### src/rtl/irrig_pkg.sv
// Shared encodings for the irrigation controller timing blocks.
package irrig_pkg;

    localparam logic MODE_DOWN = 1'b0;
    localparam logic MODE_UP   = 1'b1;

    localparam logic LIM_WRAP  = 1'b0;
    localparam logic LIM_SAT   = 1'b1;

endpackage

### src/rtl/updown_counter_param_tick_gen.sv
// Enable-gated prescaler: issues one step every PRESCALE enabled clocks.
module tick_gen #(
    parameter int unsigned PRESCALE = 1
) (
    input  logic clk,
    input  logic rst,
    input  logic en,
    input  logic clr,
    output logic step
);

    localparam int unsigned CW = (PRESCALE > 1) ? $clog2(PRESCALE) : 1;
    localparam logic [CW-1:0] LAST = CW'(PRESCALE - 1);

    logic [CW-1:0] cnt_q;
    logic [CW-1:0] cnt_d;

    // With PRESCALE=1 the count is pinned at 0 == LAST, so step reduces to en.
    assign step = en && (cnt_q == LAST);

    always_comb begin
        cnt_d = cnt_q;
        if (clr) begin
            cnt_d = '0;
        end else if (en) begin
            cnt_d = (cnt_q == LAST) ? '0 : cnt_q + 1'b1;
        end
    end

    always_ff @(posedge clk) begin
        if (rst) begin
            cnt_q <= '0;
        end else begin
            cnt_q <= cnt_d;
        end
    end

endmodule

### src/rtl/updown_counter_param.sv
// Parametrised up/down interval counter with prescaler, clamped load,
// wrap-or-saturate limiting and boundary flags.
module updown_counter_param
    import irrig_pkg::*;
#(
    parameter int unsigned WIDTH    = 4,
    parameter int unsigned MAX_VAL  = 15,
    parameter int unsigned PRESCALE = 1
) (
    input  logic             clk,
    input  logic             rst,
    input  logic             en,
    input  logic             mode,
    input  logic             sat,
    input  logic             load,
    input  logic [WIDTH-1:0] load_val,
    output logic [WIDTH-1:0] q,
    output logic             tc,
    output logic             at_zero,
    output logic             at_max
);

    localparam logic [WIDTH-1:0] MAX_Q = WIDTH'(MAX_VAL);

    logic [WIDTH-1:0] q_q;
    logic [WIDTH-1:0] q_d;
    logic             tc_q;
    logic             tc_d;
    logic             step;

    tick_gen #(
        .PRESCALE(PRESCALE)
    ) u_tick_gen (
        .clk (clk),
        .rst (rst),
        .en  (en),
        .clr (load),
        .step(step)
    );

    always_comb begin
        q_d  = q_q;
        tc_d = 1'b0;
        if (load) begin
            q_d = (load_val > MAX_Q) ? MAX_Q : load_val;
        end else if (step) begin
            if (mode == MODE_UP) begin
                if (q_q == MAX_Q) begin
                    tc_d = 1'b1;
                    q_d  = (sat == LIM_SAT) ? MAX_Q : '0;
                end else begin
                    q_d = q_q + 1'b1;
                end
            end else begin
                if (q_q == '0) begin
                    tc_d = 1'b1;
                    q_d  = (sat == LIM_SAT) ? '0 : MAX_Q;
                end else begin
                    q_d = q_q - 1'b1;
                end
            end
        end
    end

    always_ff @(posedge clk) begin
        if (rst) begin
            q_q  <= '0;
            tc_q <= 1'b0;
        end else begin
            q_q  <= q_d;
            tc_q <= tc_d;
        end
    end

    assign q       = q_q;
    assign tc      = tc_q;
    assign at_zero = (q_q == '0);
    assign at_max  = (q_q == MAX_Q);

endmodule
### config.mk
export PLATFORM = sky130hd
export DESIGN_NAME = updown_counter_param
export DESIGN_NICKNAME = d
export VERILOG_FILES = /design/src/rtl/irrig_pkg.sv /design/src/rtl/updown_counter_param_tick_gen.sv /design/src/rtl/updown_counter_param.sv
export SDC_FILE = /design/constraint.sdc
export NUM_CORES = 1
export LEC_CHECK = 0
export ABC_AREA = 0
export BUFFER_PORTS_ARGS = -buffer_cell sky130_fd_sc_hd__buf_2
export CAP_MARGIN = 20
export CORE_AREA = 2 2 39 41
export CTS_CLUSTER_DIAMETER = 80
export DETAILED_ROUTE_END_ITERATION = 7
export DIE_AREA = 0 0 41 43
export RECOVER_POWER = 25
export SYNTH_ARGS = -nofsm -noshare
export SYNTH_HDL_FRONTEND = slang
export SYNTH_SLANG_ARGS = --single-unit
### constraint.sdc
create_clock -name clk -period 1.8 [get_ports clk]
set_input_delay 0.18 -clock clk [delete_from_list [all_inputs] [get_ports clk]]
set_output_delay 0.18 -clock clk [all_outputs]
set_load 0.01 [all_outputs]
==> impl_results.md <==
- Total GRT Usage: 0.149
- N_diodes: 0
- DRT antenna net count: 0
- Drt drc: 0
- Worst Hold Slack: 164 ps
- CTS resizes: 0
- Worst-path clk slew: 50 ps
- Critical path fanouts, max: 9
- Remaining Overflow, GRT: 0
- Crit path DAT: 1710 ps
- Critical path capture point type: flip-flop
- Synth area leader: dfxtp_1
- Slack of the worst reg-to-reg path: 220 ps
- Post-synthesis cell area: 463 µm²
- Die Area: 0.00176 mm²
- Hold depth: 2
- Skew-Pair Late Insertion Delay: 250 ps
- DIE WIDTH: 41 µm
- IO Pins: 17
- Syn Nets: 72
- Area Growth Syn to Fin: 22.2%
- Synth Area in Adders: 0.0541
- RSZ-0062 raised after global routing: no
- Status: finished clean
- Post-CTS setup buffers: 0
- Hold endpoint: q[0]$_SDFFE_PP0P_
- Cell with the most instances after synthesis: a21oi_1
- Post-DP HPWL: 848 µm
- YS warnings: 0
- # fillers: 146
- Longest Clk Path Bufs: 2
- Synth Area in Compound Gates: 0.270
- Power Total: 0.000383 W
- # port buffers: 16
- Reg2reg path depth: 5
- FFs w/ async S/R, synth: 0
- Die Y: 43 µm
- Cells after synthesis: 60
- First-pass GRT wire length: 1770 µm
- Final setup violation count: 0
- DR pass1 iterations: 3
- Max-slew headroom: 0.744
- Total CTS buffers: 3
- Startpoint class of the critical path: flip-flop
- Max H-tree Level: 1
- Register area: 100 µm²
- Max Freq: 634 MHz
- Crit share post-route: 0.876
- Area of the multi-input gates: 327 µm²
- Required @ worst endpoint: 1930 ps
- Reg2reg start: q[0]$_SDFFE_PP0P_
- Num rows: 14
- Final wirelength: 1080 µm
- Worst Max-Slew Pin Slew: 383 ps
- Non-filler cells, final: 93
- Initial antenna violation count: 0
- Layout Nets: 90
- Slew Limit Fails: 0
- Post-synthesis simple-gate area fraction: 0.292
- Commonest cells in the netlist: a21oi_1 (6), dfxtp_1 (5), nand2_1 (4), nor2_1 (4)
- Largest family of logic cells by synthesized area: simple AND/OR/NAND/NOR gates
- GPL Wtd Cong: 0.774
- Leakage: 0.254 nW
- Ys flop type: dfxtp_1
- Vias in the first global route: 405
- CTS tree: yes
- Post-route cell area: 566 µm²
- Placed inst area: 546 µm²
- Hold crit path type: in -> reg
- DRT iter0 DRCs: 7
- Synth unique cells: 30
- Max Cap Violations: 0
- Clock skew: 2.84 ps
- DR WL/cell: 11.6 µm
- Share of the synthesized area in the top cell type: 0.216
- Fraction of synthesized cell area in xor and xnor cells: 0
- DR vias/cell: 5.19
- Hold Fails Final Rpt: 0
- TNS Setup: 0 ps
- Via Count: 483
- Reg2reg end: q[1]$_SDFFE_PP0P_
- Placed Cells: 89
- Worst VDD drop: 0.206 mV
- CTS sink cnt: 5
- Syn_area_per_cell: 7.72 µm²
- Pin count of the biggest net entering global routing: 13
- Final Critical Period: 1580 ps
- Pwr Density: 677 mW/mm²
- Seq/Total Area, Yosys: 0.216
- Fraction of layout cells with a size suffix above 1: 0.273
- Core Footprint: 0.00138 mm²
- Synth top area cells: dfxtp_1 (22%), a21oi_1 (6.5%), mux2i_1 (6.5%), ha_1 (5.4%), o31ai_1 (4.9%)
- Mux cell area share after synthesis: 0.0892
- Hold path start: rst
- Setup CP Type: reg -> reg
- Synth Register Bits: 5
- Hold Buf Count CTS: 0
- Root Driver: clkbuf_4
- Post-synth EDFFs: 0
- Initial Utilization: 0.335
## metal layers
metal | track usage | up-vias | wire length (µm)
met5 | 0 | - | 0
met4 | 0.0800 | 0 | 19
met3 | 0.0471 | 2 | 46
met2 | 0.209 | 10 | 512
met1 | 0.196 | 219 | 502
li1 | - | 252 | -
## layout by cell type, fill, tap and decap left out, drive strengths merged, types with 4 or more instances in the layout
cell    count
clkbuf      7
buf        14
nand2       4
a21oi       6
nor2        4
dfxtp       5
## layout make-up
| cell class | count | share of cell area |
|---|---|---|
| Inverter | 3 | 0.0199 |
| Timing Repair Buffer | 17 | 0.144 |
| Tap cell | 16 | 0.0354 |
| Multi-Input combinational cell | 48 | 0.577 |
| Clock buffer | 4 | 0.0465 |
| Sequential cell | 5 | 0.177 |
## worst max path at each step
stage | startpoint | to | slack, ps
final | q[0]$_SDFFE_PP0P_ | q[1]$_SDFFE_PP0P_ | 220
after global routing | q[0]$_SDFFE_PP0P_ | q[1]$_SDFFE_PP0P_ | 80
after CTS | q[0]$_SDFFE_PP0P_ | q[1]$_SDFFE_PP0P_ | 230
after detailed placement | q[0]$_SDFFE_PP0P_ | q[1]$_SDFFE_PP0P_ | 230
after global placement | q[1]$_SDFFE_PP0P_ | q[0]$_SDFFE_PP0P_ | 270
after floorplan | q[0]$_SDFFE_PP0P_ | q[1]$_SDFFE_PP0P_ | 240
## registers in the layout, indices dropped and copies added, names as in the netlist
signal,count
q,4
tc,1
## metrics by stage
stage / utilization / worst slack [ps]
floorplan: - / 244
global placement: 0.394 / 266
detailed placement: 0.394 / 232
CTS: 0.413 / 226
global route: 0.409 / 76.5
finish: 0.409 / 223
## cells by family after synthesis
| logic type | Yosys count |
|---|---|
| adders and majority gates | 2 |
| buffers and inverters | 7 |
| and+or+nand+nor | 23 |
| muxes | 4 |
| DFF | 5 |
| AOI/OAI and AO/OA | 19 |
## worst max-delay path: stages (launching register included)
cell     delay (ps)
dfxtp_1         470
ha_1            240
and3_2          220
mux2_2          330
mux2i_1         120
o22ai_1          80
## where the power goes
part | internal [W] | total [W] | switching [W]
combinational | 0.0000540 | 0.000115 | 0.0000612
sequential | 0.000119 | 0.000133 | 0.0000144
clock | 0.0000841 | 0.000134 | 0.0000502
Power figures use the tool's default switching activity.
